### src/rtl/spi_mem_pkg.sv
// Shared types and opcodes for the SPI memory master.
// The FSM states and the command bytes live here.
package spi_mem_pkg;

   typedef enum logic [2:0] {
      ST_IDLE,
      ST_CMD,
      ST_ADDR,
      ST_DATA,
      ST_GAP
   } state_t;

   localparam logic [7:0] OP_READ  = 8'h03;
   localparam logic [7:0] OP_WRITE = 8'h02;

   function automatic logic [7:0] opcode(input logic write);
      return write ? OP_WRITE : OP_READ;
   endfunction

endpackage

### src/rtl/spi_shift_engine.sv
// SPI mode-0 clock divider and 8-bit shifter. Runs one byte at a time and
// either reloads at the byte boundary (load_next) or stops with SCK low.
module spi_shift_engine
   import spi_mem_pkg::*;
#(
   parameter int CLK_DIV = 1
) (
   input  logic       clk,
   input  logic       rst_n,
   input  logic       start,
   input  logic       load_next,
   input  logic [7:0] tx_byte,
   input  logic       miso,
   output logic       sck,
   output logic       mosi,
   output logic       byte_end,
   output logic       last_sample,
   output logic [7:0] rx_next
);

   localparam int DIV_W = $clog2(CLK_DIV) + 1;
   localparam logic [DIV_W-1:0] DIV_LAST = DIV_W'(CLK_DIV - 1);

   logic             active_reg;
   logic             sck_reg;
   logic [DIV_W-1:0] div_cnt_reg;
   logic [2:0]       bit_cnt_reg;
   logic [7:0]       tx_sh_reg;
   logic [7:0]       rx_sh_reg;
   logic             phase_end;
   logic             rise;
   logic             fall;

   assign phase_end   = active_reg && (div_cnt_reg == DIV_LAST);
   assign rise        = phase_end && !sck_reg;
   assign fall        = phase_end && sck_reg;
   assign byte_end    = fall && (bit_cnt_reg == 3'd7);
   assign last_sample = rise && (bit_cnt_reg == 3'd7);
   assign rx_next     = {rx_sh_reg[6:0], miso};
   assign sck         = sck_reg;
   assign mosi        = active_reg & tx_sh_reg[7];

   // MOSI only moves on the falling-edge cycle; MISO is captured as SCK rises.
   always_ff @(posedge clk or negedge rst_n) begin
      if (!rst_n) begin
         active_reg  <= 1'b0;
         sck_reg     <= 1'b0;
         div_cnt_reg <= '0;
         bit_cnt_reg <= 3'd0;
         tx_sh_reg   <= 8'h00;
         rx_sh_reg   <= 8'h00;
      end else if (start) begin
         active_reg  <= 1'b1;
         sck_reg     <= 1'b0;
         div_cnt_reg <= '0;
         bit_cnt_reg <= 3'd0;
         tx_sh_reg   <= tx_byte;
         rx_sh_reg   <= 8'h00;
      end else if (active_reg) begin
         div_cnt_reg <= phase_end ? '0 : div_cnt_reg + 1'b1;
         if (rise) begin
            sck_reg   <= 1'b1;
            rx_sh_reg <= rx_next;
         end
         if (fall) begin
            sck_reg <= 1'b0;
            if (bit_cnt_reg == 3'd7) begin
               bit_cnt_reg <= 3'd0;
               if (load_next) begin
                  tx_sh_reg <= tx_byte;
               end else begin
                  active_reg <= 1'b0;
                  tx_sh_reg  <= 8'h00;
               end
            end else begin
               bit_cnt_reg <= bit_cnt_reg + 3'd1;
               tx_sh_reg   <= {tx_sh_reg[6:0], 1'b0};
            end
         end
      end
   end

endmodule

### src/rtl/spi_mem_master.sv
// SPI mode-0 master for serial memories: command, address, then 1..256
// data bytes per request, followed by a CS-high gap of two SCK phases.
module spi_mem_master
   import spi_mem_pkg::*;
#(
   parameter int ADDR_BYTES = 1,
   parameter int CLK_DIV    = 1
) (
   input  logic                    clk,
   input  logic                    rst_n,
   input  logic                    req_valid,
   output logic                    req_ready,
   input  logic                    req_write,
   input  logic [8*ADDR_BYTES-1:0] req_addr,
   input  logic [7:0]              req_len,
   input  logic [7:0]              wr_data,
   output logic                    wr_ready,
   output logic [7:0]              rd_data,
   output logic                    rd_valid,
   output logic                    busy,
   output logic                    spi_cs_n,
   output logic                    spi_sck,
   output logic                    spi_mosi,
   input  logic                    spi_miso
);

   localparam int GAP_W = $clog2(2 * CLK_DIV) + 1;
   localparam logic [GAP_W-1:0] GAP_LAST = GAP_W'(2 * CLK_DIV - 1);

   state_t                  state_reg;
   state_t                  state_next;
   logic                    write_reg;
   logic [8*ADDR_BYTES-1:0] addr_reg;
   logic [1:0]              addr_idx_reg;
   logic [7:0]              byte_cnt_reg;
   logic [GAP_W-1:0]        gap_cnt_reg;
   logic                    cs_n_reg;
   logic [7:0]              rd_data_reg;
   logic                    rd_valid_reg;
   logic                    wr_ready_reg;
   logic [7:0]              addr_bytes [4];

   logic                    start;
   logic                    load_next;
   logic                    wr_load;
   logic [7:0]              tx_byte;
   logic                    byte_end;
   logic                    last_sample;
   logic [7:0]              rx_next;

   genvar gi;
   generate
      for (gi = 0; gi < 4; gi++) begin : g_addr
         if (gi < ADDR_BYTES) begin : g_used
            assign addr_bytes[gi] = addr_reg[8*gi +: 8];
         end else begin : g_unused
            assign addr_bytes[gi] = 8'h00;
         end
      end
   endgenerate

   spi_shift_engine #(
      .CLK_DIV (CLK_DIV)
   ) u_engine (
      .clk         (clk),
      .rst_n       (rst_n),
      .start       (start),
      .load_next   (load_next),
      .tx_byte     (tx_byte),
      .miso        (spi_miso),
      .sck         (spi_sck),
      .mosi        (spi_mosi),
      .byte_end    (byte_end),
      .last_sample (last_sample),
      .rx_next     (rx_next)
   );

   // Next byte is chosen on the byte_end cycle so SCK runs without pauses.
   always_comb begin
      state_next = state_reg;
      start      = 1'b0;
      load_next  = 1'b0;
      wr_load    = 1'b0;
      tx_byte    = 8'h00;
      case (state_reg)
         ST_IDLE: begin
            if (req_valid) begin
               start      = 1'b1;
               tx_byte    = opcode(req_write);
               state_next = ST_CMD;
            end
         end
         ST_CMD: begin
            if (byte_end) begin
               load_next  = 1'b1;
               tx_byte    = addr_bytes[2'(ADDR_BYTES - 1)];
               state_next = ST_ADDR;
            end
         end
         ST_ADDR: begin
            if (byte_end) begin
               load_next = 1'b1;
               if (addr_idx_reg == 2'd0) begin
                  wr_load    = write_reg;
                  tx_byte    = write_reg ? wr_data : 8'h00;
                  state_next = ST_DATA;
               end else begin
                  tx_byte = addr_bytes[addr_idx_reg - 2'd1];
               end
            end
         end
         ST_DATA: begin
            if (byte_end) begin
               if (byte_cnt_reg == 8'd0) begin
                  state_next = ST_GAP;
               end else begin
                  load_next = 1'b1;
                  wr_load   = write_reg;
                  tx_byte   = write_reg ? wr_data : 8'h00;
               end
            end
         end
         ST_GAP: begin
            if (gap_cnt_reg == GAP_LAST) begin
               state_next = ST_IDLE;
            end
         end
         default: state_next = ST_IDLE;
      endcase
   end

   always_ff @(posedge clk or negedge rst_n) begin
      if (!rst_n) begin
         state_reg    <= ST_IDLE;
         write_reg    <= 1'b0;
         addr_reg     <= '0;
         addr_idx_reg <= 2'd0;
         byte_cnt_reg <= 8'd0;
         gap_cnt_reg  <= '0;
         cs_n_reg     <= 1'b1;
         rd_data_reg  <= 8'h00;
         rd_valid_reg <= 1'b0;
         wr_ready_reg <= 1'b0;
      end else begin
         state_reg <= state_next;
         if (start) begin
            write_reg    <= req_write;
            addr_reg     <= req_addr;
            byte_cnt_reg <= req_len;
            addr_idx_reg <= 2'(ADDR_BYTES - 1);
            cs_n_reg     <= 1'b0;
         end
         if (state_reg == ST_ADDR && byte_end && addr_idx_reg != 2'd0) begin
            addr_idx_reg <= addr_idx_reg - 2'd1;
         end
         // byte_cnt counts remaining bytes down, so len=255 never wraps.
         if (state_reg == ST_DATA && byte_end) begin
            if (byte_cnt_reg == 8'd0) begin
               cs_n_reg <= 1'b1;
            end else begin
               byte_cnt_reg <= byte_cnt_reg - 8'd1;
            end
         end
         gap_cnt_reg  <= (state_reg == ST_GAP) ? gap_cnt_reg + 1'b1 : '0;
         wr_ready_reg <= wr_load;
         rd_valid_reg <= last_sample && (state_reg == ST_DATA) && !write_reg;
         if (last_sample && (state_reg == ST_DATA) && !write_reg) begin
            rd_data_reg <= rx_next;
         end
      end
   end

   assign req_ready = (state_reg == ST_IDLE);
   assign busy      = (state_reg != ST_IDLE);
   assign spi_cs_n  = cs_n_reg;
   assign rd_data   = rd_data_reg;
   assign rd_valid  = rd_valid_reg;
   assign wr_ready  = wr_ready_reg;

endmodule

### config.mk
export PLATFORM = sky130hd
export DESIGN_NAME = spi_mem_master
export DESIGN_NICKNAME = d
export VERILOG_FILES = /design/src/rtl/spi_mem_pkg.sv /design/src/rtl/spi_shift_engine.sv /design/src/rtl/spi_mem_master.sv
export SDC_FILE = /design/constraint.sdc
export NUM_CORES = 1
export LEC_CHECK = 0
export ABC_AREA = 1
export CELL_PAD_IN_SITES_DETAIL_PLACEMENT = 1
export CELL_PAD_IN_SITES_GLOBAL_PLACEMENT = 2
export CORE_AREA = 8 8 110 112
export CTS_CLUSTER_DIAMETER = 60
export DETAILED_ROUTE_END_ITERATION = 16
export DIE_AREA = 0 0 118 120
export PLACE_DENSITY_LB_ADDON = 0.05
export SYNTH_ARGS = -nofsm -noshare
export SYNTH_HDL_FRONTEND = slang
export SYNTH_SLANG_ARGS = --single-unit
### constraint.sdc
create_clock -name clk -period 2.9 [get_ports clk]
set_clock_uncertainty 0.2 [all_clocks]
set_input_delay 0.58 -clock clk [delete_from_list [all_inputs] [get_ports clk]]
set_output_delay 0.58 -clock clk [all_outputs]
set_load 0.01 [all_outputs]
After elaboration in Yosys (flattened, before gate mapping)

Index checks and enable logic that the tools add are counted.

Register bits after elaboration: 56
Input bits: 29
Output and inout port bits: 15
Word-level logic and storage cells: 129

Add/subtract/negate cells: 5
$lt $le $gt $ge: 1
Eq/ne operators: 13
Muxes and demuxes: 64
Bitwise operators: 3
Reduce and logical (&&, ||, !) cells: 27

Operators with widths:

| kind                                                                  | count |
|---|---|
| 8-bit two-way mux                                                     | 16 |
| 3-bit two-way mux                                                     | 11 |
| 8-bit one-hot mux with 4 select lines                                 | 1 |
| 1-bit two-way mux                                                     | 25 |
| 7-bit two-way mux                                                     | 3 |
| 8-bit binary-select mux with 2-bit select                             | 1 |
| 3-bit one-hot mux with 5 select lines                                 | 1 |
| 2-bit != test, second input constant                                  | 7 |
| 1-bit logical AND                                                     | 10 |
| 2-bit nonzero test                                                    | 5 |
| 8-bit zero test                                                       | 1 |
| 2-bit two-way mux                                                     | 4 |
| 8-bit by 1-bit subtractor with 8-bit output, second input constant    | 1 |
| 7-bit AND reduction                                                   | 1 |
| 3-bit by 2-bit equality test with 1-bit output, second input constant | 2 |
| 3-bit equality test, second input constant                            | 2 |
| 2-bit AND reduction                                                   | 3 |
| 3-bit nonzero test                                                    | 2 |
| 1-bit one-hot mux with 2 select lines                                 | 2 |
| 3-bit by 1-bit adder with 3-bit output, second input constant         | 1 |
| 3-bit by 1-bit equality test with 1-bit output, second input constant | 1 |
| 3-bit >= comparator, second input constant                            | 1 |
| 3-bit zero test                                                       | 1 |
| 2-bit NOT with 3-bit output                                           | 1 |
| other kinds (9)                                                       | 10 |

Logic depth before layout (Yosys ltp)

Gate-level depths: netlist of the first run.

Depth in word-level cells: 13
Mapped depth: 11
Mapped depth without buffers: 11

Hierarchy

Synthesis of the first run repeated with hierarchy kept, for this count alone.

Cell total of the unflattened synthesis: 421
Area total of the unflattened synthesis: 3124.2 sq um

Modules (own cells, without submodules):

| module           | times used | cells each | area each (sq um) | seq. area each (sq um) |
|---|---|---|---|---|
| spi_mem_master   | 1          | 292        | 2104.5            | 877.1 |
| spi_shift_engine | 1          | 129        | 1019.7            | 525.5 |

Least setup slack after synthesis of the first run

No wires, ideal clock.

Path type: flip-flop to flip-flop
Start point: register u_engine.bit_cnt_reg[0]
End point: register u_engine.tx_sh_reg[1]
Setup time: 77 ps
Arrival: 1500 ps
Data required time: 2623 ps
Slack: 1123 ps
Stages on the path, launching flop included: 11
Buffers on the path: 0
Clock period less this slack: 1777 ps
Cell sequence: dfrtp_1 > ha_1 > ha_1 > nand4_1 > nor2_4 > nand2_4 > nand2_4 > nand2_2 > nand2_4 > nand2_1 > a21oi_1

Word-level cells in the longest chain between the ends: 9
Elaborated cells on any way between the ends: 14
Those cells by class: eq/ne (1); mux (12); reduce/logical (1)

Ends and longest elaborated chain:

| item                                                                                           | RTL line                                       | RTL |
|---|---|---|
| from (decl)                                                                                    | spi_shift_engine.sv:27                         | `logic [2:0] bit_cnt_reg;` |
| from (signal assigned)                                                                         | spi_shift_engine.sv:76                         | `bit_cnt_reg <= bit_cnt_reg + 3'd1;` |
| 3-bit equality test (*)                                                                        | spi_shift_engine.sv:37, spi_shift_engine.sv:67 |  |
| 1-bit logical AND                                                                              | spi_shift_engine.sv:37                         | `assign byte_end = fall && (bit_cnt_reg == 3'd7);` |
| 8-bit two-way mux (tied with other cells)                                                      | spi_mem_master.sv:113                          | `if (byte_end) begin` |
| 8-bit one-hot mux with 4 select lines or 1-bit one-hot mux with 2 select lines (tied branches) | spi_mem_master.sv:85                           | `case (state_reg)` |
| 8-bit two-way mux                                                                              | spi_shift_engine.sv:69                         | `if (load_next) begin` |
| 8-bit two-way mux                                                                              | spi_shift_engine.sv:67                         | `if (bit_cnt_reg == 3'd7) begin` |
| 8-bit two-way mux                                                                              | spi_shift_engine.sv:65                         | `if (fall) begin` |
| 8-bit two-way mux                                                                              | spi_shift_engine.sv:59                         | `end else if (active_reg) begin` |
| 8-bit two-way mux (*)                                                                          | spi_shift_engine.sv:52                         | `end else if (start) begin` |
| to (signal assigned)                                                                           | spi_shift_engine.sv:57                         | `tx_sh_reg <= tx_byte;` |
| to (signal assigned)                                                                           | spi_shift_engine.sv:70                         | `tx_sh_reg <= tx_byte;` |
| to (signal assigned)                                                                           | spi_shift_engine.sv:77                         | `tx_sh_reg <= {tx_sh_reg[6:0], 1'b0};` |
| to (decl)                                                                                      | spi_shift_engine.sv:28                         | `logic [7:0] tx_sh_reg;` |

Every way passes the cells marked *; elsewhere a longest branch is shown, timed or not. The select of a mux whose other input is x is not followed.
A chain may end at the register's enable or synchronous reset.

Worst setup path in the final report of the first run

Start point: register state_reg[0]
End point: output port req_ready

Word-level cells in the longest chain between the ends: 1

Ends and longest elaborated chain:

| item                   | RTL line              | RTL |
|---|---|---|
| from (decl)            | spi_mem_master.sv:30  | `state_t state_reg;` |
| from (signal assigned) | spi_mem_master.sv:145 | `state_reg <= state_next;` |
| 3-bit zero test        | spi_mem_master.sv:173 | `assign req_ready = (state_reg == ST_IDLE);` |
| to (decl)              | spi_mem_master.sv:12  | `output logic req_ready,` |

No other way between the ends.

==> results of run 1 <==
==> worst max-delay path, cell delays in order (launching register included) <==
cell and delay [ns]:
dfrtp_1 0.43, nor2_1 0.19, nand2_1 0.14, inv_2 0.08, clkdlybuf4s50_1 0.53
==> placed cells by master (no fill, tap or decap), types with 2 or more instances in the layout <==
cell type / netlist / final
ha_1: 6 / 6
nor2_1: 24 / 24
nand3_1: 17 / 17
a21oi_1: 20 / 20
nand3b_1: 2 / 2
nand2_1: 105 / 105
clkdlybuf4s50_1: 0 / 42
o21ai_1: 11 / 11
nor3_1: 2 / 2
inv_2: 5 / 5
dfrtp_1: 55 / 55
o22ai_1: 2 / 2
o211ai_1: 2 / 2
nand2_4: 5 / 5
nand3_2: 3 / 3
nor2_4: 2 / 2
nand4_1: 3 / 3
xor2_1: 5 / 5
nand2_2: 3 / 3
clkbuf_8: 1 / 5
o21ai_0: 21 / 21
o21a_1: 2 / 2
a31oi_1: 8 / 8
buf_4: 0 / 4
inv_1: 44 / 44
==> per-layer routing <==
metal  GRT usage, %  up-vias  wire length (um)
met5              0        -                 0
met4           3.60        0               103
met3           2.87        6               272
met2           19.8       38              3610
met1           14.6     1147              3840
li1               -     1242                 -
==> path summary, 6_finish.rpt <==
check	from	endpoint
max	state_reg[0]	req_ready
min	rst_n	gap_cnt_reg[1]
max reg2reg	u_engine.bit_cnt_reg[0]	u_engine.tx_sh_reg[5]
min reg2reg	gap_cnt_reg[0]	gap_cnt_reg[0]
max in group asynchronous	rst_n	u_engine.tx_sh_reg[6]
min in group clk	gap_cnt_reg[0]	gap_cnt_reg[0]
==> cells by family after synthesis <==
| group | Yosys count | synth area share [%] |
|---|---|---|
| xor+xnor | 5 | 1.50 |
| simple gates | 169 | 26.7 |
| compound gates | 67 | 12.4 |
| fa+ha+maj | 6 | 2.58 |
| flops | 56 | 48.2 |
| buf+inv | 59 | 8.68 |
==> through the flow <==
step / util (%) / worst slack, ns / hold slack (ns) / instance area (sq um)
global route: 33.9 / 0.279 / 0.258 / 3560
global placement: 33.0 / 0.589 / 0.220 / 3470
floorplan: - / 1.12 / 0.0844 / 2910
CTS: 33.9 / 0.385 / 0.226 / 3560
finish: 33.9 / 0.417 / 0.190 / 3560
detailed placement: 33.0 / 0.524 / 0.233 / 3470
==> layout make-up <==
type	count	area (sq um)
Clock buffer	5	68.8
Clock inverter	3	21.3
Fill cell	1281	6950
Inverter	49	184
Multi-Input combinational cell	247	1250
Sequential cell	56	1400
Tap cell	140	175
Timing Repair Buffer	47	455
==> where the power goes <==
group	internal [mW]	leakage (nW)	switching [mW]	total, mW
Sequential	1.07	0.693	0.212	1.29
Combinational	0.529	0.989	0.821	1.35
Clock	0.173	0.0445	0.291	0.464
Total	1.78	1.73	1.32	3.10
==> results.md, run 1 <==
* Setup TNS Final at 0 ns
* Setup Viol. Count Final at 0
* Layout area overhead at 22.4%
* CTS tree: yes
* Core area at 0.0105 sq mm
* Final critical-path required period at 2.48 ns
* Global-route wire length before repair at 13600 um
* Synth Flop Type: dfrtp_1
* Static leakage at 1.73 nW
* Post-Place Cells at 539
* Worst hold-check path type: in2async
* F_max at 403 MHz
* CTS root buf: clkbuf_8
* Setup bufs post-CTS at 0
* GP Congestion at 0.707
* Top cell type's share of synthesized area at 47.3%
* CP Launch Type: flip-flop
* Die width at 118 um
* Crit. End Element: primary output
* Top Ports at 44
* Post-synth EDFFs at 0
* Yosys warnings at 0
* H-tree Lvls at 2
* Antenna-violating nets left at 0
* Deepest clock path buffer count at 2
* Die area at 0.0142 sq mm
* Sequential area share after synthesis at 48.2%
* Via density at 4.45
* Required @ worst endpoint at 2.12 ns
* Post_cts resized at 0
* Leading area contributor after synthesis: dfrtp_1
* CTS Sinks at 56
* Cell area after synthesis at 0.00291 sq mm
* R2r worst-path depth at 10
* PortBufs at 43
* Initial antenna violation count at 0
* Max_slew headroom at 50.2%
* Die Ht at 120 um
* Critical path class: reg2out
* Remaining DRCs at 0
* Pin count of the biggest net entering global routing at 57
* Syn Area/Cell at 8.04 sq um
* Cells after Synth at 362
* GR Util All Layers at 11.8%
* Seq cells post-synth at 56
* Yosys cell types at 31
* Asr flop ratio synth at 100%
* Antenna Cells at 0
* Vias in the first global route at 2715
* Arr. time, crit path at 1.70 ns
* Status: finished clean
* Initial DRT Pass Iterations at 4
* Pwr Total at 3.10 mW
* CTS buffer count at 5
* Most frequent cell after synthesis: nand2_1
* Layout cells sized above 1 at 8.35%
* Post-DP HPWL at 5620 um
* Latest clock arrival within the worst-skew pair at 0.33 ns
* Final Hold Viols at 0
* Core Rows at 38
* Post-Route WL at 7820 um
* Initial core utilization at 27.7%
* Slew Limit Fails at 0
* Post-Syn Nets at 397
* Final Non-Filler Cells at 547
* Worst-path maximum fanout at 4
* 1st-iter DRT viols at 122
* Worst Tran Pin Value at 0.747 ns
* Global route overflow at 0
* Vias at 2433
* Post-synth top cells: nand2_1 (105), dfrtp_1 (55), inv_1 (44)
* Crit share post-route at 85.6%
* Clk slew on worst S/H paths at 0.11 ns
* Power Density at 870 mW/mm^2
* Reg2Reg Setup Slack at 0.73 ns
* Synth top area cells: dfrtp_1 (47%), nand2_1 (14%), inv_1 (5.7%)
* Hold_buf cts at 0
* Wire per inst at 14.3 um
* MaxCap Viol Count at 0
* RSZ-0062 raised after global routing: false
* Max VDD drop at 0.290 mV
* Final nets at 441
No activity file was read; power rests on OpenSTA's default activity.
==> inputs of run 2 (changes only) <==
Settings changed: HOLD_SLACK_MARGIN set to 0.06.
==> results of run 2 <==
The final DEF is identical to that of run 1; final timing and power are the same.
==> RTL change 1: new RTL, config.mk and constraints of run 1 <==
The 5 states of `state_t` get a Gray code encoding in 3 bits.
--- a/src/rtl/spi_mem_pkg.sv
+++ b/src/rtl/spi_mem_pkg.sv
@@ -5,7 +5,7 @@
    typedef enum logic [2:0] {
-      ST_IDLE,
-      ST_CMD,
-      ST_ADDR,
-      ST_DATA,
-      ST_GAP
+      ST_IDLE = 3'b000,
+      ST_CMD  = 3'b001,
+      ST_ADDR = 3'b011,
+      ST_DATA = 3'b010,
+      ST_GAP  = 3'b110
    } state_t;
Check against the original RTL: same outputs for any inputs over 10 cycles, from zero or initial values and one cycle with rst_n low; not proved beyond that.
==> RTL change 1 against run 1 <==
Count of clock-buffer cells in the layout is the same; total power grew 2.2%; maximum frequency shrank 2.1%; area after synthesis grew 6.6%; worst setup slack lost 0.053 ns; die area is the same; sequential cell count is the same; global-route usage grew 1.0 points; wire length grew 9.1%; largest cell class unchanged; highest routed layer unchanged; final area grew 5.0%.
==> RTL change 1: results (changes against run 1) <==
\begin{tabular}{lr}
\hline
Metric & Value \\
\hline
\multicolumn{2}{l}{\textbf{Synthesis}} \\
Most used flip-flop cell after synthesis & dfrtp\_1 \\
Top post-synthesis cells by area & dfrtp\_1 44\%, nand2\_1 12\%, inv\_1 5.2\% \\
Nets in the synthesized netlist & 422 (+6.3\%) \\
List of most frequent post-synthesis cells & 96 x nand2\_1, 55 x dfrtp\_1, 43 x inv\_1 \\
Post-synthesis async set-or-reset flop share & 100\% (unchanged) \\
Netlist cell types & 35 (+13\%) \\
Syn. warnings & 0 (unchanged) \\
Share of synthesized area occupied by flip-flops and latches & 45.2\% (-3.0 points) \\
\multicolumn{2}{l}{\textbf{Drt}} \\
Total via count after detailed routing & 2703 (+11\%) \\
Routed wire length & 8540 um (+9.1\%) \\
Number of DRC markers in iteration 0 & 116 (-4.9\%) \\
\multicolumn{2}{l}{\textbf{Worst setup path}} \\
Crit path arrival time & 1.76 ns (+0.06 ns) \\
Slowest library cell on the worst path & clkdlybuf4s50\_1 \\
Worst stage delay on the critical path & 0.53 ns (about the same) \\
\multicolumn{2}{l}{\textbf{Layout}} \\
Number of filler cells placed in the layout & 1290 (+0.70\%) \\
\# diodes & 0 (unchanged) \\
Layout cells sized above 1 & 10.3\% (+1.9 points) \\
Post-layout nets & 463 (+5.0\%) \\
\multicolumn{2}{l}{\textbf{Global route}} \\
Vias in the first global route & 2919 (+7.5\%) \\
Wire length of the first global-routing pass & 14900 um (+9.0\%) \\
Pin count of the biggest net entering global routing & 40 (-30\%) \\
Total global routing track utilization & 12.8\% (+1.0 points) \\
\multicolumn{2}{l}{\textbf{STA}} \\
Minimum period implied by the final worst setup slack & 2.54 ns (+0.0534 ns) \\
Worst slew slack as a fraction of its limit & 55.3\% (+5.1 points) \\
\multicolumn{2}{l}{\textbf{Power}} \\
P\_sw & 1.39 mW (+5.2\%) \\
Peak ir drop on the vdd network & 0.000485 V (+68\%) \\
Cell leakage power & 1.77 nW (+2.8\%) \\
\multicolumn{2}{l}{\textbf{Placed design}} \\
Routability congestion estimate & 0.726 (+2.7\%) \\
Sum of net half-perimeters after detailed placement & 6400 um (+14\%) \\
\multicolumn{2}{l}{\textbf{Status}} \\
Status & finished clean \\
\multicolumn{2}{l}{\textbf{Clock tree}} \\
Buffer cell driving the clock tree root & clkbuf\_8 \\
Num CTS Buffers & 5 (unchanged) \\
Maximum clock insertion buffer count & 2 (unchanged) \\
Clock Pin Slew Worst Setup and Hold Paths & 0.11 ns (about the same) \\
Hold buffer count at CTS & 0 (unchanged) \\
\hline
\end{tabular}
[RTL change 1: final cells by class]
class / count / share of cell area (%)
clock buffers: 5 / 1.84
clock inverters: 3 / 0.736
inverters: 52 / 5.29
multi-input cells: 264 / 37.3
flip-flops and latches: 56 / 37.5
well taps: 140 / 4.69
repair buffers: 49 / 12.6
[RTL change 1: path summary, 6_finish.rpt]
path                                      startpoint                                 to  slack [ns]  cells after the start
setup reg to reg           byte_cnt_reg[0]$_DFF_PN0_  u_engine.tx_sh_reg[6]$_DFFE_PN0P_        0.66                      9
max in group asynchronous                      rst_n  u_engine.rx_sh_reg[5]$_DFFE_PN0P_        1.71                      2
setup / recovery            state_reg[1]$_DFFE_PN0P_                          req_ready        0.36                      4
hold / removal                                 rst_n             rd_data[3]$_DFFE_PN0P_        0.09                      1
hold reg to reg             gap_cnt_reg[0]$_DFF_PN0_           gap_cnt_reg[0]$_DFF_PN0_        0.24                      1
min in group clk            gap_cnt_reg[0]$_DFF_PN0_           gap_cnt_reg[0]$_DFF_PN0_        0.24                      1
[RTL change 1: logic make-up (layout without fill, tap and decap cells)]
group / after synthesis / after routing / synth area share (%)
AO/OA/AOI/OAI: 73 / 73 / 12.9
XOR/XNOR: 3 / 3 / 0.847
adder cells (fa/ha/maj): 6 / 6 / 2.42
buffers and inverters: 67 / 109 / 9.76
flip-flops: 56 / 56 / 45.2
AND/OR/NAND/NOR: 182 / 182 / 28.8
[RTL change 1: layer usage]
layer,global-route usage [%],vias up,share of wire (%)
met5,0,-,0
met4,3.36,0,1.2
met3,2.21,8,3.3
met2,21.6,51,48
met1,16.6,1299,48
li1,-,1345,-
[RTL change 1: metrics by stage]
step                      std cells  hold slack [ns]  area (um^2)  setup WS [ns]  utilization (%)
after global placement          561            0.226         3640          0.495             34.7
after global routing            569            0.124         3740          0.245             35.6
final                           569           0.0851         3740          0.364             35.6
after floorplan                 387           0.0844         3100          0.974                -
after CTS                       569           0.0923         3740          0.351             35.6
after detailed placement        561            0.231         3640          0.422             34.7
[RTL change 1: power groups by stage]
stage	sequential (mW)	combinational [mW]	clock, mW
4_1_cts	1.29	1.46	0.495
3_5_place_dp	1.31	1.45	0
5_1_grt	1.33	1.64	0.522
6_report	1.28	1.42	0.466
2_1_floorplan	1.23	1.08	0
3_3_place_gp	1.30	1.43	0
==> RTL change 2: new RTL, settings of run 1 <==
Made on the original files. Make the reset (`rst_n`) synchronous in 2 clocked blocks.
--- a/src/rtl/spi_shift_engine.sv
+++ b/src/rtl/spi_shift_engine.sv
@@ -43,3 +43,3 @@
    // MOSI only moves on the falling-edge cycle; MISO is captured as SCK rises.
-   always_ff @(posedge clk or negedge rst_n) begin
+   always_ff @(posedge clk) begin
       if (!rst_n) begin
--- a/src/rtl/spi_mem_master.sv
+++ b/src/rtl/spi_mem_master.sv
@@ -131,3 +131,3 @@
 
-   always_ff @(posedge clk or negedge rst_n) begin
+   always_ff @(posedge clk) begin
       if (!rst_n) begin
Function: differs if rst_n is asserted again (counterexample within 4 cycles, from zero or initial values and one cycle with rst_n low); with rst_n held inactive, the same outputs for 10 cycles.
==> RTL change 2 against run 1 <==
Final area fell by 0.42%; non-clock buffer count rose by 3; sequential share of layout area fell by 7.8 points; area after synthesis fell by 2.2%; register-to-register slack got worse by 0.13 ns; clock power rose by 18%; sequential cell count did not move; total power fell by 14%; worst setup slack improved by 0.069 ns; wire length rose by 17%; critical path type unchanged; critical endpoint unchanged; largest cell class is now multi-input gates.
==> RTL change 2: results (changes against run 1) <==
\begin{tabular}{lr}
\hline
Metric & Value \\
\hline
\multicolumn{2}{l}{\textbf{Worst setup path}} \\
Startpoint of the lowest-slack register-to-register path & u\_engine.bit\_cnt\_reg[0]\$\_SDFFE\_PP0P\_ \\
Flop-to-flop setup slack & 0.60 ns (-0.13 ns) \\
Terminus of the critical flop-to-flop path & u\_engine.tx\_sh\_reg[3]\$\_SDFFE\_PN0P\_ \\
Reg2Reg Depth & 10 (unchanged) \\
Crit path arrival time & 1.63 ns (-0.07 ns) \\
Worst setup path end & req\_ready \\
Critical Path Source & state\_reg[0]\$\_SDFFE\_PN0P\_ \\
Crit-path max FO & 6 (+2) \\
\multicolumn{2}{l}{\textbf{Global route}} \\
Vias in the first global route & 2861 (+5.4\%) \\
Pin count of the biggest net entering global routing & 21 (-63\%) \\
Total global routing track utilization & 13.4\% (+1.6 points) \\
Wire length of the first global-routing pass & 15300 um (+12\%) \\
\multicolumn{2}{l}{\textbf{Placed design}} \\
Post-placement setup slack & 0.571 ns (+0.0473 ns) \\
Routability congestion estimate & 0.780 (+10\%) \\
Placed instance area & 0.00344 mm\^{}2 (-1.0\%) \\
Port bufs & 43 (unchanged) \\
Sum of net half-perimeters after detailed placement & 6970 um (+24\%) \\
\multicolumn{2}{l}{\textbf{Drt}} \\
Average routed wire per standard cell & 15.4 um (+7.7\%) \\
Number of DRC markers in iteration 0 & 88 (-28\%) \\
Total via count after detailed routing & 2769 (+14\%) \\
\multicolumn{2}{l}{\textbf{Synthesis}} \\
List of most frequent post-synthesis cells & 99 x nand2\_1, 56 x dfxtp\_1, 40 x a21oi\_1 \\
Netlist cell types & 36 (+16\%) \\
Most used flip-flop cell after synthesis & dfxtp\_1 \\
Share of synthesized area occupied by flip-flops and latches & 39.4\% (-8.8 points) \\
Syn. warnings & 0 (unchanged) \\
Top post-synthesis cells by area & dfxtp\_1 39\%, nand2\_1 13\%, a21oi\_1 7.0\% \\
Post-synthesis async set-or-reset flop share & 0\% (-100 points) \\
Nets in the synthesized netlist & 443 (+12\%) \\
\multicolumn{2}{l}{\textbf{Layout}} \\
Final design area excluding fillers & 0.00355 mm\^{}2 (-0.42\%) \\
Layout cells sized above 1 & 7.96\% (-0.39 points) \\
Post-layout nets & 486 (+10\%) \\
\multicolumn{2}{l}{\textbf{Clock tree}} \\
Post-CTS sizing & 0 (unchanged) \\
Buffer cell driving the clock tree root & clkbuf\_8 \\
Insertion delay to the later sink of the worst-skew pair & 0.32 ns \\
\multicolumn{2}{l}{\textbf{Power}} \\
Peak ir drop on the vdd network & 0.000216 V (-25\%) \\
Cell leakage power & 1.45 nW (-16\%) \\
\multicolumn{2}{l}{\textbf{Status}} \\
Status & finished clean \\
\multicolumn{2}{l}{\textbf{STA}} \\
Worst slew slack as a fraction of its limit & 68.0\% (+18 points) \\
\multicolumn{2}{l}{\textbf{Hold path}} \\
Min-delay worst type & register to register \\
\hline
\end{tabular}
==> RTL change 2: cell types whose count changed after synthesis, moves of 8 or more <==
| cell | run 1 | this run |
|---|---|---|
| a21oi_1 | 20 | 40 |
| nand3_1 | 17 | 25 |
| dfxtp_1 | 0 | 56 |
| o21ai_0 | 21 | 30 |
| dfrtp_1 | 55 | 0 |
| nor2_1 | 24 | 37 |
==> RTL change 2: critical path, delay by kind of cell, from the launching register on <==
kind                   cells  cell delay, ns
buffers and inverters      2            0.61
flip-flops                 1            0.38
AND/OR/NAND/NOR            2            0.32
==> RTL change 2: report_power, final <==
group / internal [mW] / leakage, nW / total, mW / switching, mW
Combinational: 0.402 / 0.934 / 1.11 / 0.708
Clock: 0.262 / 0.0558 / 0.546 / 0.284
Sequential: 0.905 / 0.457 / 1.02 / 0.120
Total: 1.57 / 1.45 / 2.68 / 1.11
==> RTL change 2: cell type report <==
cell class / instances / area, um^2
flip-flops and latches: 56 / 1120
inverters: 44 / 171
well taps: 140 / 175
clock buffers: 6 / 72.6
fillers: 1332 / 6960
multi-input cells: 294 / 1490
clock inverters: 2 / 38.8
repair buffers: 50 / 483
==> RTL change 2: cells by family after synthesis <==
family | Yosys count | share of synthesized area (%)
adders and majority gates | 6 | 2.64
AOI/OAI and AO/OA | 91 | 17.1
DFF | 56 | 39.4
xor gates and xnor gates | 4 | 1.23
and+or+nand+nor | 193 | 31.2
buffers and inverters | 58 | 8.40
==> RTL change 2: routing by layer <==
metal	track usage, %	up-vias	wire length (um)
li1	-	1442	-
met1	17.2	1282	4580
met2	22.1	36	4170
met3	2.82	9	242
met4	4.08	0	127
met5	0	-	0
==> RTL change 2: metrics by stage <==
step	power [mW]	std cells	hold WS [ns]	util, %
after floorplan	1.76	408	0.198	-
after global placement	2.17	584	0.207	32.7
after detailed placement	2.17	584	0.225	32.7
after CTS	2.73	592	0.241	33.8
after global routing	2.90	592	0.274	33.8
final	2.68	592	0.233	33.8
==> RTL change 2: worst min path at each step <==
stage	from	endpoint	slack, ns	cells past startpoint
2_1_floorplan	gap_cnt_reg[0]$_SDFF_PN0_	gap_cnt_reg[0]$_SDFF_PN0_	0.20	1
3_3_place_gp	gap_cnt_reg[0]$_SDFF_PN0_	gap_cnt_reg[0]$_SDFF_PN0_	0.21	1
3_5_place_dp	gap_cnt_reg[0]$_SDFF_PN0_	gap_cnt_reg[0]$_SDFF_PN0_	0.22	1
4_1_cts	gap_cnt_reg[0]$_SDFF_PN0_	gap_cnt_reg[0]$_SDFF_PN0_	0.24	1
5_1_grt	gap_cnt_reg[0]$_SDFF_PN0_	gap_cnt_reg[0]$_SDFF_PN0_	0.27	1
6_report	gap_cnt_reg[0]$_SDFF_PN0_	gap_cnt_reg[0]$_SDFF_PN0_	0.23	1
